File: src/rtl/apb_req_arbiter.sv
// Round-robin arbiter sharing one APB master among REQ_NUM requesters.
// Optional XFER abort timer is enabled by defining APB_ARB_TIMEOUT_EN.
//
// state   | meaning
// IDLE    | no grant; pick next eligible requester after `last`
// XFER    | command latched into M_*; waiting for PENABLE & PREADY
module apb_req_arbiter #(
  parameter int REQ_NUM        = 2,
  parameter int DATA_WIDTH     = 32,
  parameter int ADDRESS_WIDTH  = 4,
  parameter int STRB_WIDTH     = 4,
  parameter int TIMEOUT_CYCLES = 16
) (
  input  logic                               PCLK,
  input  logic                               PRESETn,
  input  logic [REQ_NUM-1:0]                 REQ_VALID,
  input  logic [REQ_NUM-1:0]                 REQ_WRITE,
  input  logic [REQ_NUM*ADDRESS_WIDTH-1:0]   REQ_ADDR,
  input  logic [REQ_NUM*DATA_WIDTH-1:0]      REQ_WDATA,
  input  logic [REQ_NUM*STRB_WIDTH-1:0]      REQ_STRB,
  output logic [REQ_NUM-1:0]                 REQ_GRANT,
  output logic [REQ_NUM-1:0]                 REQ_DONE,
  output logic [DATA_WIDTH-1:0]              RSP_RDATA,
  output logic                               RSP_SLVERR,
  output logic                               M_TRANSFER,
  output logic                               M_WRITE,
  output logic [ADDRESS_WIDTH-1:0]           M_ADDR,
  output logic [DATA_WIDTH-1:0]              M_WDATA,
  output logic [STRB_WIDTH-1:0]              M_STRB,
  input  logic                               PENABLE,
  input  logic                               PREADY,
  input  logic                               PSLVERR,
  input  logic [DATA_WIDTH-1:0]              PRDATA
);

  localparam int AW    = ADDRESS_WIDTH;
  localparam int DW    = DATA_WIDTH;
  localparam int SW    = STRB_WIDTH;
  localparam int PTR_W = (REQ_NUM > 1) ? $clog2(REQ_NUM) : 1;

  localparam logic [0:0] ST_IDLE = 1'b0;
  localparam logic [0:0] ST_XFER = 1'b1;

  if (REQ_NUM < 2 || TIMEOUT_CYCLES < 1) begin : g_bad_cfg
    $error("apb_req_arbiter: REQ_NUM must be >= 2 and TIMEOUT_CYCLES >= 1");
  end

  logic [0:0]         state;
  logic [PTR_W-1:0]   last;
  logic [PTR_W-1:0]   win_idx;
  logic [PTR_W-1:0]   cand;
  logic               win_found;
  logic [REQ_NUM-1:0] eligible;
  logic [REQ_NUM-1:0] grant_next;
  logic               sel_write;
  logic [AW-1:0]      sel_addr;
  logic [DW-1:0]      sel_wdata;
  logic [SW-1:0]      sel_strb;
  logic               complete;
  logic               timeout_hit;

  // A requester in its done cycle is masked so it cannot be re-granted at once.
  assign eligible   = REQ_VALID & ~REQ_DONE;
  assign complete   = PENABLE & PREADY;
  assign M_TRANSFER = (state == ST_XFER) & ~complete;

  always_comb begin
    win_found = 1'b0;
    win_idx   = '0;
    cand      = '0;
    for (int k = 1; k <= REQ_NUM; k++) begin
      cand = PTR_W'((int'(last) + k) % REQ_NUM);
      if (!win_found && eligible[cand]) begin
        win_found = 1'b1;
        win_idx   = cand;
      end
    end
  end

  always_comb begin
    grant_next = '0;
    sel_write  = 1'b0;
    sel_addr   = '0;
    sel_wdata  = '0;
    sel_strb   = '0;
    for (int i = 0; i < REQ_NUM; i++) begin
      if (win_idx == PTR_W'(i)) begin
        grant_next[i] = 1'b1;
        sel_write     = REQ_WRITE[i];
        sel_addr      = REQ_ADDR[i*AW +: AW];
        sel_wdata     = REQ_WDATA[i*DW +: DW];
        sel_strb      = REQ_STRB[i*SW +: SW];
      end
    end
  end

`ifdef APB_ARB_TIMEOUT_EN
  localparam int CNT_W = $clog2(TIMEOUT_CYCLES + 1);

  logic [CNT_W-1:0] to_cnt;

  always_ff @(posedge PCLK or negedge PRESETn) begin
    if (!PRESETn) begin
      to_cnt <= '0;
    end else if (state == ST_IDLE) begin
      to_cnt <= '0;
    end else begin
      to_cnt <= to_cnt + 1'b1;
    end
  end

  assign timeout_hit = (state == ST_XFER) && (to_cnt == CNT_W'(TIMEOUT_CYCLES - 1));
`else
  assign timeout_hit = 1'b0;
`endif

  always_ff @(posedge PCLK or negedge PRESETn) begin
    if (!PRESETn) begin
      state      <= ST_IDLE;
      last       <= PTR_W'(REQ_NUM - 1);
      REQ_GRANT  <= '0;
      REQ_DONE   <= '0;
      RSP_RDATA  <= '0;
      RSP_SLVERR <= 1'b0;
      M_WRITE    <= 1'b0;
      M_ADDR     <= '0;
      M_WDATA    <= '0;
      M_STRB     <= '0;
    end else begin
      REQ_DONE <= '0;
      if (state == ST_IDLE) begin
        if (win_found) begin
          state     <= ST_XFER;
          last      <= win_idx;
          REQ_GRANT <= grant_next;
          M_WRITE   <= sel_write;
          M_ADDR    <= sel_addr;
          M_WDATA   <= sel_write ? sel_wdata : '0;
          M_STRB    <= sel_write ? sel_strb : '0;
        end
      end else begin
        // Completion takes precedence over a coincident timeout.
        if (complete) begin
          state      <= ST_IDLE;
          REQ_GRANT  <= '0;
          REQ_DONE   <= REQ_GRANT;
          RSP_SLVERR <= PSLVERR;
          RSP_RDATA  <= M_WRITE ? '0 : PRDATA;
        end else if (timeout_hit) begin
          state      <= ST_IDLE;
          REQ_GRANT  <= '0;
          REQ_DONE   <= REQ_GRANT;
          RSP_SLVERR <= 1'b1;
          RSP_RDATA  <= '0;
        end
      end
    end
  end

endmodule

File: config.mk
export PLATFORM = sky130hd
export DESIGN_NAME = apb_req_arbiter
export DESIGN_NICKNAME = d
export VERILOG_FILES = /design/src/rtl/apb_req_arbiter.sv
export SDC_FILE = /design/constraint.sdc
export NUM_CORES = 1
export LEC_CHECK = 0
export ABC_AREA = 0
export ABC_CLOCK_PERIOD_IN_PS = 1900
export BUFFER_PORTS_ARGS = -buffer_cell sky130_fd_sc_hd__buf_2
export CAP_MARGIN = 20
export CORE_ASPECT_RATIO = 0.8
export CORE_MARGIN = 2
export CORE_UTILIZATION = 44
export DETAILED_ROUTE_END_ITERATION = 10
export GPL_TIMING_DRIVEN = 0
export HOLD_SLACK_MARGIN = 0.03
export PLACE_DENSITY = 0.8
export REMOVE_ABC_BUFFERS = 1
export SLEW_MARGIN = 10
export SYNTH_ARGS = -nofsm -noshare
export SYNTH_HDL_FRONTEND = slang
export SYNTH_SLANG_ARGS = --single-unit
File: constraint.sdc
create_clock -name PCLK -period 1.9 [get_ports PCLK]
set_input_delay 0.19 -clock PCLK [delete_from_list [all_inputs] [get_ports PCLK]]
set_output_delay 0.19 -clock PCLK [all_outputs]
set_load 0.01 [all_outputs]
==> impl_results.md <==
- CTS tree: yes
- CP Class: reg -> reg
- Top cell type's share of synthesized area: 55.5%
- # setup viols final: 0
- Layout net count: 632
- Gate Count Post-Synth: 319
- Starting Density: 45.0%
- Clock sinks: 80
- Logic pwr share: 40.7%
- EDFF count, synth: 0
- CP delay by family, top: compound AO/OA/AOI/OAI gates
- Standard-cell rows: 29
- Layout cells sized above 1: 49.4%
- Worst-margin pin slew: 0.848 ns
- Clock latency on the worst-skew pair: 0.35 ns
- Root Driver: clkbuf_8
- Dpl hpwl: 7400 µm
- Area growth syn-to-layout: 38.5%
- Cell Chain, Critical Path: nand2b_1 -> a21o_4 -> buf_16 -> a221o_2
- Startpoint Class: flop
- Reg-to-Reg End: M_WDATA[17]
- Final wirelength: 10,300 µm
- Sw Ratio: 36.5%
- First-pass GRT wire length: 16,300 µm
- Die span in y: 84.5 µm
- DR pass1 iterations: 4
- CP required: 2.12 ns
- Routed length per instance: 16.5 µm
- Max-slew headroom: 43.5%
- Vias per inst: 5.34
- Most common cell in the netlist: dfrtp_1
- Clk buf depth: 2
- Number of port buffers: 199
- Ant. Diodes: 0
- Hold path start: REQ_WDATA[11]
- Die area: 0.00884 mm²
- Outcome: complete, no violations
- Antenna Nets Post-Route: 0
- Max-cap violations: 0
- Post-synth ARST share: 100%
- Clock power frac: 18.0%
- Biggest area consumer among synthesized cells: dfrtp_1
- Max IR drop VDD: 804 µV
- Switch Pwr: 0.00264 W
- Met3 WL: 755 µm
- Setup TNS: 0 ns
- P_leak: 2.71 nW
- Core Area: 0.00791 mm²
- Final period util: 96.3%
- Critical Path AT: 2.05 ns
- Total GRT Usage: 23.2%
- Final core occ: 62.4%
- Worst hold path endpoint: M_WDATA[11]
- Synth top cells by count: dfrtp_1 (79), and3_1 (36), nand2b_1 (35)
- Clk slew on worst S/H paths: 0.09 ns
- Synthesized area: 0.00356 mm²
- Die X: 105 µm
- Pwr/cell area: 1470 mW/mm²
- Initial DRC count: 212
- DRC: 0
- Synth area leaders: dfrtp_1 (55%), a221o_2 (7.0%), and3_1 (6.3%)
- Total grt overflow: 0
- Internal cell power: 0.00459 W
- WL met2: 4930 µm
- Final Hold Viols: 0
- Total CTS buffers: 9
- Post-synthesis average cell area: 11.2 µm²
- H-tree depth: 3
- Flop pwr share: 41.3%
- HP Class: in -> reg
- Hold Path Depth: 2
- Largest net degree at the start of global routing: 52
- #FFs+latches synth: 80
- Crit end category: flop
- Worst stage delay on the critical path: 0.41 ns
- Cell variety after synth: 30
- Fin Clk Skew: 0.0156 ns
- Fmax: 0.546 GHz
- Top-Level Pins: 200
- Critical R2R Launch: REQ_DONE[0]
- Vias in the first global route: 3,268
- Final Max Tran Viols: 0
- Antenna violations before repair: 0
- Vias: 3,333
- Wl on met1: 4250 µm
- Share of the yosys chip area belonging to registers: 56.2%
- Tmin final: 1.83 ns
- Critical Path Fanout Max: 26
- Placer congestion estimate: 0.844
- Top_reg_cell synth: dfrtp_1
- CP bufs+invs: 1
- Reg2reg path depth: 4
- YS warnings: 0
- Top sig layer: met4
- Crit-path slowest cell: dfrtp_1
- Reg2Reg Setup Slack: 0.07 ns
-- cells in the final DEF, fill, tap and decap left out, types with 2 or more instances in the layout --
cell / instances
buf_6: 2
nor2_1: 3
clkbuf_8: 10
buf_2: 198
clkinvlp_4: 2
and3_1: 35
o21ai_0: 32
o21ai_1: 5
nand2_1: 33
inv_1: 2
buf_4: 4
buf_16: 2
buf_12: 2
inv_6: 2
a221oi_1: 5
dfrtp_1: 78
a2bb2oi_1: 5
a221o_2: 22
nand2b_1: 34
a221o_1: 14
and3b_1: 6
-- through the flow --
stage          setup slack, ns  power [W]  instances  area [µm²]  hold WS (ns)
2_1_floorplan           -0.474    0.00449        291        3420        -0.106
3_3_place_gp             -1.09    0.00570        598        4550         0.420
3_5_place_dp            -0.223    0.00594        604        4680         0.218
4_1_cts                0.00179    0.00728        622        4910        0.0508
5_1_grt               -0.00155    0.00770        624        4940        0.0524
6_report                0.0697    0.00723        624        4940        0.0647
-- cell families (layout without fill, tap and decap cells) --
| group | Yosys count | count (layout) | synth area share, % |
|---|---|---|---|
| AOI/OAI and AO/OA | 88 | 88 | 19.6 |
| buffers and inverters | 30 | 227 | 4.18 |
| DFF | 80 | 80 | 56.2 |
| muxes | 2 | 2 | 0.597 |
| and+or+nand+nor | 119 | 119 | 19.5 |
-- worst reg2reg max path, cell delays in order, from the launching register on --
cell and delay [ns]:
dfrtp_1 0.41, nand2b_1 0.34, a21o_4 0.38, buf_16 0.19, a221o_2 0.39
-- power groups by stage --
stage	Sequential, W	Clock (W)	Combinational [W]
finish	0.00299	0.00130	0.00295
global route	0.00309	0.00141	0.00320
CTS	0.00298	0.00134	0.00295
detailed placement	0.00301	0	0.00293
global placement	0.00297	0	0.00273
floorplan	0.00329	0	0.00120
-- registers in the layout, summed over array words and instances (netlist names) --
register,cells
M_WDATA,32
RSP_RDATA,32
RSP_SLVERR,1
last,1
M_WRITE,1
M_STRB,4
REQ_GRANT,2
REQ_DONE,2
M_ADDR,4
state,1
-- per-layer routing --
metal | GRT usage (%) | vias up
met5 | 0 | -
met4 | 10.2 | 0
met2 | 38.9 | 173
li1 | - | 1552
met1 | 29.1 | 1574
met3 | 5.05 | 34
-- worst max-delay path by stage --
stage,start,to,slack [ns],cells after the start
2_1_floorplan,state,RSP_SLVERR,-0.47,2
3_3_place_gp,state,RSP_SLVERR,-1.09,2
3_5_place_dp,REQ_DONE[1],M_WDATA[5],-0.22,4
4_1_cts,last,M_WDATA[5],0.002,4
5_1_grt,REQ_DONE[0],M_WDATA[17],-0.002,4
6_report,REQ_DONE[0],M_WDATA[17],0.07,4
-- cell type report --
class	count	area (µm²)
clock buffer	11	141
timing repair buffer	209	1150
sequential	80	2000
multi-input combinational	209	1440
clock inverter	5	62.6
fill	706	2970
inverter	2	7.51
tap	108	135
-- timing repair --
item / CTS / global route
pin swaps: 3 / 1
setup endpoints to repair: 36 / 34
resized for setup: 5 / 2
endpoints found under the hold margin: 42 / 0
hold buffers: 1 / 0
setup buffers: 1 / 2
(Power assumes the default switching activity.)
